[config.mk]
export PLATFORM = sky130hd
export DESIGN_NAME = tm1638_key_reader
export DESIGN_NICKNAME = d
export VERILOG_FILES = /design/src/rtl/tm1638_key_reader.sv
export SDC_FILE = /design/constraint.sdc
export NUM_CORES = 1
export LEC_CHECK = 0
export BUFFER_PORTS_ARGS = -buffer_cell sky130_fd_sc_hd__buf_2
export CAP_MARGIN = 40
export CELL_PAD_IN_SITES_DETAIL_PLACEMENT = 1
export CELL_PAD_IN_SITES_GLOBAL_PLACEMENT = 1
export CORE_MARGIN = 5
export CORE_UTILIZATION = 40
export CTS_CLUSTER_DIAMETER = 40
export CTS_CLUSTER_SIZE = 16
export DETAILED_ROUTE_END_ITERATION = 6
export PLACE_DENSITY = 0.75
export SLEW_MARGIN = 40
export SYNTH_ARGS = -nofsm -noshare
export SYNTH_HDL_FRONTEND = slang
export SYNTH_SLANG_ARGS = --single-unit
[constraint.sdc]
create_clock -name i_Clk -period 2.8 [get_ports i_Clk]
set_input_delay 0.28 -clock i_Clk [delete_from_list [all_inputs] [get_ports i_Clk]]
set_output_delay 0.28 -clock i_Clk [all_outputs]
set_load 0.03 [all_outputs]
[src/rtl/tm1638_key_reader.sv]
// rtl/tm1638_key_reader.sv - TM1638 key-scan read engine (command out, 32 key bits in).
// Optional TM1638_KEY_CHANGE_EN adds o_Changed, flagging a result that differs from the last one.
module tm1638_key_reader #(
    parameter int          CYCLES      = 1,
    parameter int          WAIT_CYCLES = 32,
    parameter logic [7:0]  CMD         = 8'h42
) (
    input  logic        i_Clk,
    input  logic        i_Rst,
    input  logic        i_Start,
    output logic        o_Busy,
    output logic        o_Valid,
    output logic [31:0] o_Keys,
`ifdef TM1638_KEY_CHANGE_EN
    output logic        o_Changed,
`endif
    output logic        o_SPI_Stb,
    output logic        o_SPI_Clk,
    output logic        o_SPI_Dio_Out,
    output logic        o_SPI_Dio_Oe,
    input  logic        i_SPI_Dio
);

    localparam logic [3:0] IDLE     = 4'd0;
    localparam logic [3:0] LOAD     = 4'd1;
    localparam logic [3:0] CMD_LOW  = 4'd2;
    localparam logic [3:0] CMD_HIGH = 4'd3;
    localparam logic [3:0] WAIT     = 4'd4;
    localparam logic [3:0] RX_LOW   = 4'd5;
    localparam logic [3:0] RX_HIGH  = 4'd6;
    localparam logic [3:0] PAUSE    = 4'd7;
    localparam logic [3:0] DONE     = 4'd8;

    localparam logic [15:0] PHASE_LAST = 16'(CYCLES);
    localparam logic [15:0] WAIT_LAST  = 16'(WAIT_CYCLES - 1);

    logic [3:0]  state;
    logic [15:0] phase_cnt;
    logic [15:0] wait_cnt;
    logic [4:0]  bit_cnt;
    logic [31:0] shift_reg;
    logic [31:0] keys;
    logic        dio_meta;
    logic        dio_sync;
    logic        phase_last;
    logic        wait_last;
`ifdef TM1638_KEY_CHANGE_EN
    logic        changed;
`endif

    assign phase_last = (phase_cnt == PHASE_LAST);
    assign wait_last  = (wait_cnt == WAIT_LAST);

    always_ff @(posedge i_Clk) begin
        if (i_Rst) begin
            state     <= IDLE;
            phase_cnt <= '0;
            wait_cnt  <= '0;
            bit_cnt   <= '0;
            shift_reg <= '0;
            keys      <= '0;
            dio_meta  <= 1'b0;
            dio_sync  <= 1'b0;
`ifdef TM1638_KEY_CHANGE_EN
            changed   <= 1'b0;
`endif
        end else begin
            // DIO is driven by the device off our clock domain
            dio_meta <= i_SPI_Dio;
            dio_sync <= dio_meta;
            case (state)
                IDLE: begin
                    if (i_Start) begin
                        state <= LOAD;
                    end
                end
                LOAD: begin
                    phase_cnt <= '0;
                    wait_cnt  <= '0;
                    bit_cnt   <= '0;
                    shift_reg <= '0;
                    state     <= CMD_LOW;
                end
                CMD_LOW: begin
                    if (phase_last) begin
                        phase_cnt <= '0;
                        state     <= CMD_HIGH;
                    end else begin
                        phase_cnt <= phase_cnt + 16'd1;
                    end
                end
                CMD_HIGH: begin
                    if (phase_last) begin
                        phase_cnt <= '0;
                        if (bit_cnt == 5'd7) begin
                            bit_cnt  <= '0;
                            wait_cnt <= '0;
                            state    <= WAIT;
                        end else begin
                            bit_cnt <= bit_cnt + 5'd1;
                            state   <= CMD_LOW;
                        end
                    end else begin
                        phase_cnt <= phase_cnt + 16'd1;
                    end
                end
                WAIT: begin
                    if (wait_last) begin
                        wait_cnt <= '0;
                        state    <= RX_LOW;
                    end else begin
                        wait_cnt <= wait_cnt + 16'd1;
                    end
                end
                RX_LOW: begin
                    if (phase_last) begin
                        phase_cnt <= '0;
                        state     <= RX_HIGH;
                    end else begin
                        phase_cnt <= phase_cnt + 16'd1;
                    end
                end
                RX_HIGH: begin
                    if (phase_last) begin
                        // Sample just before the falling edge, when the device bit is most settled
                        shift_reg[bit_cnt] <= dio_sync;
                        phase_cnt          <= '0;
                        if (bit_cnt == 5'd31) begin
                            state <= PAUSE;
                        end else begin
                            bit_cnt <= bit_cnt + 5'd1;
                            state   <= RX_LOW;
                        end
                    end else begin
                        phase_cnt <= phase_cnt + 16'd1;
                    end
                end
                PAUSE: begin
                    if (phase_last) begin
                        keys  <= shift_reg;
`ifdef TM1638_KEY_CHANGE_EN
                        changed <= (shift_reg != keys);
`endif
                        phase_cnt <= '0;
                        state     <= DONE;
                    end else begin
                        phase_cnt <= phase_cnt + 16'd1;
                    end
                end
                DONE: begin
                    state <= IDLE;
                end
                default: begin
                    state <= IDLE;
                end
            endcase
        end
    end

    always_comb begin
        o_Busy        = (state != IDLE);
        o_Valid       = (state == DONE);
        o_SPI_Stb     = 1'b1;
        o_SPI_Clk     = 1'b1;
        o_SPI_Dio_Out = 1'b0;
        o_SPI_Dio_Oe  = 1'b0;
        case (state)
            CMD_LOW: begin
                o_SPI_Stb     = 1'b0;
                o_SPI_Clk     = 1'b0;
                o_SPI_Dio_Out = CMD[bit_cnt[2:0]];
                o_SPI_Dio_Oe  = 1'b1;
            end
            CMD_HIGH: begin
                o_SPI_Stb     = 1'b0;
                o_SPI_Dio_Out = CMD[bit_cnt[2:0]];
                o_SPI_Dio_Oe  = 1'b1;
            end
            WAIT, RX_HIGH: begin
                o_SPI_Stb = 1'b0;
            end
            RX_LOW: begin
                o_SPI_Stb = 1'b0;
                o_SPI_Clk = 1'b0;
            end
            default: begin
                o_SPI_Stb = 1'b1;
            end
        endcase
    end

    assign o_Keys = keys;
`ifdef TM1638_KEY_CHANGE_EN
    assign o_Changed = (state == DONE) && changed;
`endif

endmodule

# After elaboration in Yosys (flattened, before gate mapping)
# Memories as Yosys holds them, arrays and structs flattened. A register that Yosys moved wholly into a read port is not among the register bits.
# Index checks and enable logic that the tools add are counted.
# word_totals
input_bits,4
n_memories,1
out_inout_bits,38
wordCells,85
register_bits,107
mem_bits_ro,8
# classes
n_eq_ne,21
n_lt_le_gt_ge,3
n_reduce_logical,16
n_mux,33
add_sub_neg,3
# memory_table
name,words,width,read_ports,rd_clocked_by_memory_dff,wr,line_no,source
(name not given),8,1,1,1,0,176,o_SPI_Dio_Out = CMD[bit_cnt[2:0]];
# ops
cell,n
16-bit two-way mux,4
32-bit case mux with 2 select lines,1
16-bit case mux with 3 select lines,1
16-bit by 1-bit adder with 16-bit output (second input constant),2
32-bit bitwise mux,1
32-bit two-way mux,1
16-bit case mux with 2 select lines,1
4-bit case mux with 8 select lines,1
4-bit two-way mux,7
5-bit two-way mux,4
2-bit != test (second input constant),9
16-bit by 1-bit equality test with 1-bit output (second input constant),1
16-bit by 5-bit equality test with 1-bit output (second input constant),1
4-bit by 3-bit equality test with 1-bit output (second input constant),4
5-bit case mux with 3 select lines,1
5-bit OR reduction,2
3-bit two-way mux,3
4-bit by 2-bit equality test with 1-bit output (second input constant),2
7-bit AND reduction,1
5-bit by 6-bit less-than comparator with 1-bit output (second input constant),1
1-bit two-way mux,6
3-bit nonzero test,2
5-bit by 1-bit adder with 5-bit output (second input constant),1
1-bit demux with 5-bit select,1
other kinds (15),18

# Longest topological paths before layout
# Gate-level depths: netlist of run 1.
# depth
word_depth,7
depth_mapped,10
ltp_nobuf,9

# Worst setup path after synthesis of run 1
# Ideal clock, no wire load.
# synth_timing
path_type,register -> register
from,reg bit_cnt[0]
to,reg with a tool-made name
path_buffers,1
setup_ps,69
arrival_ps,2587
required_ps,2731
path_slack_ps,144
stages_incl_launch_ff,11
synth_period_minus_slack_ps,2656
cell_sequence,dfxtp_1 ha_1 clkbuf_1 and3_1 ha_1 nor4bb_1 o21ai_1 a21oi_2 mux2_2 or4b_1 o21ai_1
# synth_rtl
element,line_no,source
from (decl),40,logic [4:0] bit_cnt;
from (signal assigned),100,bit_cnt <= bit_cnt + 5'd1;
from (signal assigned),131,bit_cnt <= bit_cnt + 5'd1;

==> results of run 1 <==
## power by group through the flow
| stage | clock network [mW] | registers, mW | logic, mW |
|---|---|---|---|
| 6_report | 1.56 | 1.60 | 0.674 |
| 5_1_grt | 1.64 | 1.60 | 0.746 |
| 4_1_cts | 1.57 | 1.60 | 0.683 |
| 3_5_place_dp | 0 | 1.63 | 0.680 |
| 3_3_place_gp | 0 | 1.63 | 0.651 |
| 2_1_floorplan | 0 | 1.61 | 0.527 |
## through the flow
stage | hold slack (ns) | setup WS (ns) | cells
after CTS | 0.140 | 0.130 | 840
after detailed placement | 0.437 | 0.157 | 824
after global routing | 0.155 | 0.00421 | 840
final | 0.140 | 0.137 | 840
after floorplan | 0.408 | 0.144 | 649
after global placement | 0.422 | 0.228 | 824
## worst max-delay path by stage
stage	startpoint	endpoint	depth (start not counted)
floorplan	bit_cnt[0]	flip-flop	10
global placement	bit_cnt[0]	flip-flop	9
detailed placement	bit_cnt[0]	flip-flop	9
CTS	bit_cnt[0]	flip-flop	9
global route	bit_cnt[0]	flip-flop	9
finish	bit_cnt[0]	flip-flop	9
## cell type report
cell class	instances	area (sq um)
Clock inverter	7	139
Multi-Input combinational cell	477	2700
Inverter	9	33.8
Fill cell	1541	6760
Clock buffer	9	225
Timing Repair Buffer	58	333
Sequential cell	108	2160
Tap cell	172	215
## cell families (layout without fill, tap and decap cells)
| kind of cell | after synthesis | after routing |
|---|---|---|
| flip-flops | 108 | 108 |
| XOR/XNOR | 15 | 15 |
| AND/OR/NAND/NOR | 266 | 266 |
| multiplexers | 2 | 2 |
| buffers and inverters | 64 | 83 |
| AO/OA/AOI/OAI | 186 | 186 |
| adder cells (fa/ha/maj) | 8 | 8 |
## placed cells by master (no fill, tap or decap), drive strengths merged, types with 3 or more instances in the layout
master  count
a21oi     115
a311oi      5
a31oi       3
and2        8
and3        9
buf        58
bufinv      4
clkbuf      9
clkinv      3
dfxtp     108
ha          8
inv         9
nand2     109
nand2b      5
nand3      17
nand4       8
nor2       46
nor2b       8
nor3       14
nor3b       8
nor4       11
nor4b       5
o21ai      48
or3         3
or4         3
or4b        4
xnor2      15
## what timing repair did
item | CTS | global route
hold buffers | 0 | 0
endpoints found under the setup margin | 0 | 2
gates resized for setup | 0 | 1
## worst max-delay path, stage by stage (launching register included)
cell and delay, ns:
dfxtp_1 0.34, ha_1 0.21, and3_1 0.18, ha_1 0.19
nor4bb_1 0.26, o21ai_1 0.15, a21oi_2 0.30, mux2_2 0.39
or4b_1 0.50, o21ai_1 0.08
## metal layers
metal,up-vias,wire (um)
met5,-,0
met4,0,225
met3,14,337
met2,56,6480
met1,2267,6500
li1,2287,-
==> results.py, run 1 <==
metrics = {
    "status": {
        "status": "completed",
    },
    "synthesis": {
        "synthFlopType": "dfxtp_1",
        "ys_types": 62,
        "post-synth-top-count-cell": "a21oi_1",
        "synth-edff-count": 0,
        "ys_ff_latch": 108,
        "yosysTopAreaCell": "dfxtp_1",
        "synth_common_cells": "114 x a21oi_1, 109 x nand2_1, 108 x dfxtp_1",
        "synthSimpleGateAreaFrac": 0.276,
        "syn-cell-area_sq_um": 5110,
        "synth-adder-area-share": 0.0196,
        "ys_seq_area_frac": 0.423,
        "yosys_warnings": 0,
        "async_flop_share": 0,
        "synthCells": 649,
        "synth_mux_area_frac": 0.00440,
        "synth_compound_area_frac": 0.200,
        "synth.top_cell.area_share": 0.423,
        "avgSynthCellArea_sq_um": 7.88,
        "synth_xor_xnor_area_share": 0.0257,
        "yosys-top-cells-area": "dfxtp_1 42%, a21oi_1 11%, nand2_1 8.0%",
        "synthesis.nets": 661,
        "synth_top_family_by_area": "simple AND/OR/NAND/NOR gates",
    },
    "grt": {
        "grt-busiest-layer": "met2",
        "grt_overflow_total": 0,
        "grtUsageTotal": 0.186,
        "grt_util_met2": 0.311,
        "grt_max_degree": 48,
        "antenna_found_initial": 0,
        "grt_util_met1": 0.247,
        "grt_use_met3": 0.0252,
        "grt_pass1_wl_mm": 23.0,
        "grt_pass1_vias": 4699,
    },
    "power_and_ir_drop": {
        "p_seq_frac": 0.417,
        "p_int_mw": 2.72,
        "combPwrFrac": 0.176,
        "ir_drop_mv": 0.238,
        "cellLeakagePower_nw": 2.03,
        "powerDensity_nw_per_um2": 659,
        "pwr-share-clk": 0.407,
        "power.switching_mw": 1.10,
        "finalPower_mw": 3.82,
        "swShare": 0.288,
    },
    "cts": {
        "htree_levels": 3,
        "clock_latency_ns": 0.36,
        "cts_root_buffer": "clkbuf_16",
        "clkSinkCount": 108,
        "cts_tree": "done",
        "cts_setup_buffers": 0,
        "clockBufferDepth": 2,
        "cts_buffers": 9,
        "cts.reportedPaths.clkPinSlew_ns": 0.07,
    },
    "setup_path": {
        "crit_arrival_ns": 2.95,
        "cp.required_ns": 3.09,
        "crit_path_end_kind": "flip-flop",
        "startpoint_type": "flip-flop",
        "crit_fanout": 6,
        "ff2ff_path_depth": 9,
        "worstSetupPathType": "flip-flop to flip-flop",
        "rr_startpoint": "bit_cnt[0]",
        "r2r_slack_ns": 0.14,
    },
    "final_layout": {
        "drive_gt1_frac": 0.145,
        "final_nets": 675,
        "final_core_util": 0.462,
        "fin_area_sq_um": 5800,
        "antenna_cells": 0,
        "area_growth_pct": 13.5,
    },
    "min_path": {
        "hold_end": "dio_meta",
        "whs_path_depth": 2,
        "min_path_type": "input pin to flip-flop",
        "worst_hold_startpoint": "i_SPI_Dio",
    },
    "placement": {
        "dpl_cell_area_sq_um": 5440,
        "portBuffers": 41,
        "place_congestion": 0.859,
        "dp_hpwl_mm": 8.98,
    },
    "drt": {
        "final_antenna_net_count": 0,
        "drc": 0,
        "via_count": 4624,
        "drt_pass1_iterations": 4,
        "wl_per_cell_um": 16.1,
        "drt-total-wl_mm": 13.5,
        "drt_iter0_markers": 188,
        "vias_per_cell": 5.50,
    },
    "sta": {
        "skew_ns": 0.00696,
        "period_needed_ns": 2.66,
        "layout_worst_path_cycle_share": 0.951,
        "setup_viol": 0,
        "finalMaxSlewViolations": 0,
        "fmax_mhz": 376,
        "hold_viol": 0,
        "worst_slew_pin_slew_ns": 0.653,
        "rsz0062_at_grt": "false",
        "fin_setup_tns_ns": 0,
        "slew_headroom": 0.565,
    },
    "floorplan": {
        "die_y_um": 123,
        "die_w_um": 123,
        "core_region_area_sq_um": 12600,
        "io_pins": 42,
        "fp.dieArea_sq_um": 15100,
        "rows": 41,
        "start_util": 0.407,
    },
    "job": {
        "drv_cap": 0,
    },
}
(Power assumes the default switching activity.)
==> run 2: changes to the inputs <==
Settings changed: PLACE_DENSITY 0.75 to unset, PLACE_DENSITY_LB_ADDON set to 0.1.
==> run 2 against run 1 <==
Total power is 6.7% lower. Combinational power up 1%. Count of clock-buffer cells in the layout grew 3. Wire length is 0.13% lower. Clock skew is essentially flat. Sequential power hardly changed. Fmax down 0.43%. Cell count grew 0.36%. Largest cell class unchanged. Highest routed layer unchanged.
==> results.py, run 2 (synthesis results as in run 1) <==
metrics = {
    "status": {
        "status": "completed",
    },
    "cts": {
        "cts_tree": "done",
        "cts_root_buffer": "clkbuf_16",
        "cts_buffers": 9,
        "clkSinkCount": 108,
        "clockBufferDepth": 2,
        "cts_resized": 0,
        "clock_latency_ns": 0.35,
        "htree_levels": 3,
        "cts.reportedPaths.clkPinSlew_ns": 0.07,
    },
    "placement": {
        "dp.cells": 825,
        "dpl_cell_area_sq_um": 5450,
        "place_congestion": 0.830,
        "dp_hpwl_mm": 9.00,
        "portBuffers": 41,
    },
    "floorplan": {
        "die_w_um": 123,
        "fp.dieArea_sq_um": 15100,
        "rows": 41,
        "die_y_um": 123,
        "start_util": 0.407,
        "core_region_area_sq_um": 12600,
        "io_pins": 42,
    },
    "grt": {
        "antenna_found_initial": 0,
        "grtUsageTotal": 0.185,
        "grt_pass1_vias": 4674,
        "grt_pass1_wl_mm": 22.7,
        "grt_max_degree": 61,
        "grt_overflow_total": 0,
    },
    "setup_path": {
        "critical_path_buf_inv_count": 0,
        "crit_arrival_ns": 2.91,
        "crit_fanout": 4,
        "slowest_delay_ns": 0.50,
        "worstSetupPathType": "flip-flop to flip-flop",
        "worstPathCellList": "ha_1 -> and3_1 -> ha_1 -> nor4bb_1 -> o21ai_1 -> or4b_1 -> o311ai_1 -> or4b_1 -> o21ai_1",
        "cp.required_ns": 3.04,
        "crit_path_end_kind": "flip-flop",
        "startpoint_type": "flip-flop",
        "crit_family": "simple AND/OR/NAND/NOR gates",
        "crit_path_top_delay_cell": "or4b_1",
    },
    "final_layout": {
        "antenna_cells": 0,
        "final_common_cell": "a21oi_1",
        "multi_input_area_sq_um": 2700,
        "stdcell_count": 843,
        "final_cell_mix": "114 x a21oi_1, 109 x nand2_1, 108 x dfxtp_1, 46 x o21ai_0, 45 x nor2_1",
        "final_core_util": 0.458,
        "fill_cells": 1548,
        "area_growth_pct": 12.5,
        "seqCellArea_sq_um": 2160,
        "final_nets": 678,
        "fin_area_sq_um": 5760,
        "drive_gt1_frac": 0.145,
    },
    "drt": {
        "wl_per_cell_um": 16.0,
        "drc": 0,
        "vias_per_cell": 5.50,
        "final_antenna_net_count": 0,
        "drt_iter0_markers": 212,
        "drt-total-wl_mm": 13.5,
        "drt_pass1_iterations": 4,
        "via_count": 4633,
    },
    "job": {
        "drv_cap": 0,
    },
    "min_path": {
        "min_path_type": "input pin to flip-flop",
    },
    "power_and_ir_drop": {
        "cellLeakagePower_nw": 2.02,
        "ir_drop_mv": 0.294,
        "powerDensity_nw_per_um2": 620,
    },
    "sta": {
        "fmax_mhz": 374,
        "worst_slew_pin_slew_ns": 0.711,
        "hold_ws_ns": 0.149,
        "skew_ns": 0.00724,
        "fin_setup_tns_ns": 0,
        "hold_viol": 0,
        "rsz0062_at_grt": "false",
        "slew_headroom": 0.521,
        "period_needed_ns": 2.67,
        "setup_viol": 0,
        "layout_worst_path_cycle_share": 0.955,
        "finalMaxSlewViolations": 0,
    },
}
run 2: changes by cell type in the layout (fill, tap and decap cells not counted):
cell       before  now
a21o_1          1    2
a21o_2          1    0
buf_4          17   20
bufinv_16       4    1
clkbuf_1        0    2
clkbuf_8        0    1
run 2: final timing paths:
kind / slack [ns] / from / cells past startpoint / endpoint
hold reg to reg: 0.45 / o_Keys[25] / 2 / o_Keys[25]
hold / removal: 0.15 / i_SPI_Dio / 2 / dio_meta
setup reg to reg: 0.13 / bit_cnt[0] / 9 / flip-flop
setup / recovery: 0.13 / bit_cnt[0] / 9 / flip-flop
run 2: what timing repair did:
action / CTS / global route
hold buffers: 0 / 0
setup buffers: 0 / 2
endpoints found under the setup margin: 0 / 1
run 2: worst register-to-register path, cell delays in order, from the launching register on:
cell,delay (ns)
dfxtp_1,0.34
ha_1,0.21
and3_1,0.18
ha_1,0.20
nor4bb_1,0.32
o21ai_1,0.16
or4b_1,0.50
o311ai_1,0.40
or4b_1,0.18
o21ai_1,0.06
run 2: cell type report:
class	instances	area share
Clock inverter	4	0.00848
Timing Repair Buffer	61	0.0617
Inverter	9	0.00587
Sequential cell	108	0.376
Multi-Input combinational cell	477	0.468
Clock buffer	12	0.0428
Tap cell	172	0.0374
run 2: report_power, final:
group | switching, mW | leakage [nW] | internal (mW)
clock | 0.557 | 0.147 | 0.717
sequential | 0.0500 | 0.871 | 1.56
combinational | 0.472 | 1.00 | 0.209
run 2: metrics by stage:
step | setup WS, ns | total power [mW]
finish | 0.126 | 3.57
CTS | 0.0824 | 3.61
detailed placement | 0.122 | 2.32
floorplan | 0.144 | 2.14
global placement | 0.249 | 2.29
global route | 0.0506 | 3.75
run 2: layer usage:
layer,global-route usage,routed length (um),vias to the layer above,part of all wire
li1,-,-,2286,-
met1,0.245,6450,2285,0.48
met2,0.312,6540,53,0.48
met3,0.0439,423,9,0.031
met4,0.0360,102,0,0.0075
met5,0,0,-,0
==> run 3: changes to the inputs <==
Settings changed: CORE_MARGIN 5 to 1.5, SETUP_SLACK_MARGIN set to 0.2.
==> run 3 against run 2 <==
Utilization increased by 0.52 points. Flip-flop and latch count unchanged. Worst setup slack improved by 0.17 ns. Sequential share of layout area decreased by 0.38 points. Sequential power about the same. Clock power increased by 7%. Cell count decreased by 0.47%. Global-route usage increased by 2.8 points. Die area decreased by 11%. Fmax increased by 6.8%. Critical path depth unchanged. Register-to-register slack improved by 0.17 ns.
==> results.py, run 3 (synthesis results as in run 1) <==
metrics = {
    "power_and_ir_drop": {
        "combPwrFrac": 0.185,
        "pwr-share-clk": 0.372,
        "cellLeakagePower_nw": 2.06,
        "power.switching_mw": 1.11,
        "powerDensity_nw_per_um2": 627,
        "p_seq_frac": 0.443,
        "ir_drop_mv": 0.372,
        "p_int_mw": 2.54,
        "swShare": 0.304,
    },
    "grt": {
        "grt_max_degree": 58,
        "grtUsageTotal": 0.213,
        "grt_pass1_wl_mm": 22.7,
        "grt_pass1_vias": 4505,
        "grt_overflow_total": 0,
        "antenna_found_initial": 0,
    },
    "cts": {
        "clock_latency_ns": 0.36,
        "ctsHoldBuffers": 0,
        "clockBufferDepth": 2,
        "clkSinkCount": 108,
        "cts_buffers": 9,
        "htree_levels": 3,
        "cts_root_buffer": "clkbuf_16",
        "cts_tree": "done",
        "cts.reportedPaths.clkPinSlew_ns": 0.07,
    },
    "sta": {
        "fin_setup_tns_ns": 0,
        "finalMaxSlewViolations": 0,
        "rsz0062_at_grt": "false",
        "slew_headroom": 0.545,
        "worst_slew_pin_slew_ns": 0.675,
        "setup_viol": 0,
        "period_needed_ns": 2.50,
        "fmax_mhz": 399,
        "layout_worst_path_cycle_share": 0.894,
        "hold_viol": 0,
        "skew_ns": 0.00770,
    },
    "placement": {
        "place_congestion": 0.804,
        "dp_hpwl_mm": 8.80,
        "portBuffers": 41,
        "dp.cells": 823,
        "dpl_cell_area_sq_um": 5440,
    },
    "min_path": {
        "min_path_type": "input pin to flip-flop",
    },
    "drt": {
        "via_count": 4615,
        "drt_pass1_iterations": 4,
        "vias_per_cell": 5.50,
        "wl_per_cell_um": 16.2,
        "final_antenna_net_count": 0,
        "drt-total-wl_mm": 13.6,
        "drt_iter0_markers": 213,
        "drc": 0,
    },
    "setup_path": {
        "crit_path_frequent_cell": "or4b_4",
        "cp.required_ns": 3.05,
        "crit_path_end_kind": "flip-flop",
        "startpoint_type": "flip-flop",
        "crit_arrival_ns": 2.76,
        "slowest_delay_ns": 0.54,
        "worstPathCellList": "ha_2 -> and3_4 -> ha_4 -> nor4bb_4 -> o21ai_2 -> or4b_4 -> o311ai_4 -> or4b_4 -> o21ai_1",
        "crit_fanout": 4,
        "worstSetupPathType": "flip-flop to flip-flop",
        "crit_family": "simple AND/OR/NAND/NOR gates",
        "critical_path_buf_inv_count": 0,
        "crit_path_top_delay_cell": "or4b_4",
    },
    "floorplan": {
        "io_pins": 42,
        "start_util": 0.407,
        "core_region_area_sq_um": 12600,
        "die_w_um": 116,
        "rows": 41,
        "die_y_um": 116,
        "fp.dieArea_sq_um": 13500,
    },
    "final_layout": {
        "final_cell_mix": "114 x a21oi_1, 109 x nand2_1, 106 x dfxtp_1, 46 x o21ai_0, 45 x nor2_1",
        "final_common_cell": "a21oi_1",
        "area_growth_pct": 13.8,
        "antenna_cells": 0,
        "final_nets": 675,
        "stdcell_count": 839,
        "drive_gt1_frac": 0.160,
        "fin_area_sq_um": 5820,
    },
    "status": {
        "status": "completed",
    },
    "job": {
        "drv_cap": 0,
    },
}
[run 3: cell types whose count changed in the layout (fill, tap and decap cells not counted), moves of 2 or more]
| cell | previous run | this run |
|---|---|---|
| buf_4 | 20 | 17 |
| clkbuf_1 | 2 | 0 |
| clkinv_2 | 2 | 4 |
| dfxtp_1 | 108 | 106 |
| dfxtp_2 | 0 | 2 |
| ha_1 | 8 | 6 |
| or4b_1 | 3 | 1 |
| or4b_4 | 0 | 2 |
[run 3: final timing paths]
path	from	to	slack, ns	depth (start not counted)
worst max-delay path	bit_cnt[0]	flip-flop	0.30	9
worst min-delay path	i_SPI_Dio	dio_meta	0.14	2
worst max register to register	bit_cnt[0]	flip-flop	0.30	9
worst min register to register	o_Keys[30]	o_Keys[30]	0.45	2
[run 3: timing repair]
item,in CTS,in global routing
pin swaps,0,5
setup buffers,1,0
gates resized for setup,1,13
endpoints found under the setup margin,1,16
[run 3: final cells by class]
type	instances	area, sq um
clock inverter	6	80.1
sequential	108	2160
inverter	9	33.8
fill	1536	6750
multi-input combinational	477	2770
clock buffer	9	225
tap	172	215
timing repair buffer	58	333
[run 3: power by group through the flow]
stage / registers [mW] / logic, mW / clock network [mW]
4_1_cts: 1.61 / 0.669 / 1.39
3_5_place_dp: 1.65 / 0.655 / 0
5_1_grt: 1.62 / 0.749 / 1.44
3_3_place_gp: 1.64 / 0.634 / 0
6_report: 1.62 / 0.674 / 1.36
2_1_floorplan: 1.61 / 0.529 / 0
[run 3: stage by stage]
stage	worst slack [ns]	hold WS, ns	utilization	power [mW]
after floorplan	0.215	0.408	-	2.14
after global placement	0.286	0.438	0.433	2.28
after detailed placement	0.151	0.443	0.433	2.30
after CTS	0.232	0.128	0.458	3.67
after global routing	0.187	0.149	0.463	3.81
final	0.295	0.139	0.463	3.65
[run 3: metal layers]
layer | global-route usage | up-vias | wire (um)
met2 | 0.340 | 51 | 6530
met3 | 0.0492 | 10 | 373
met1 | 0.289 | 2270 | 6520
met4 | 0.0626 | 0 | 155
met5 | 0 | - | 0
li1 | - | 2284 | -
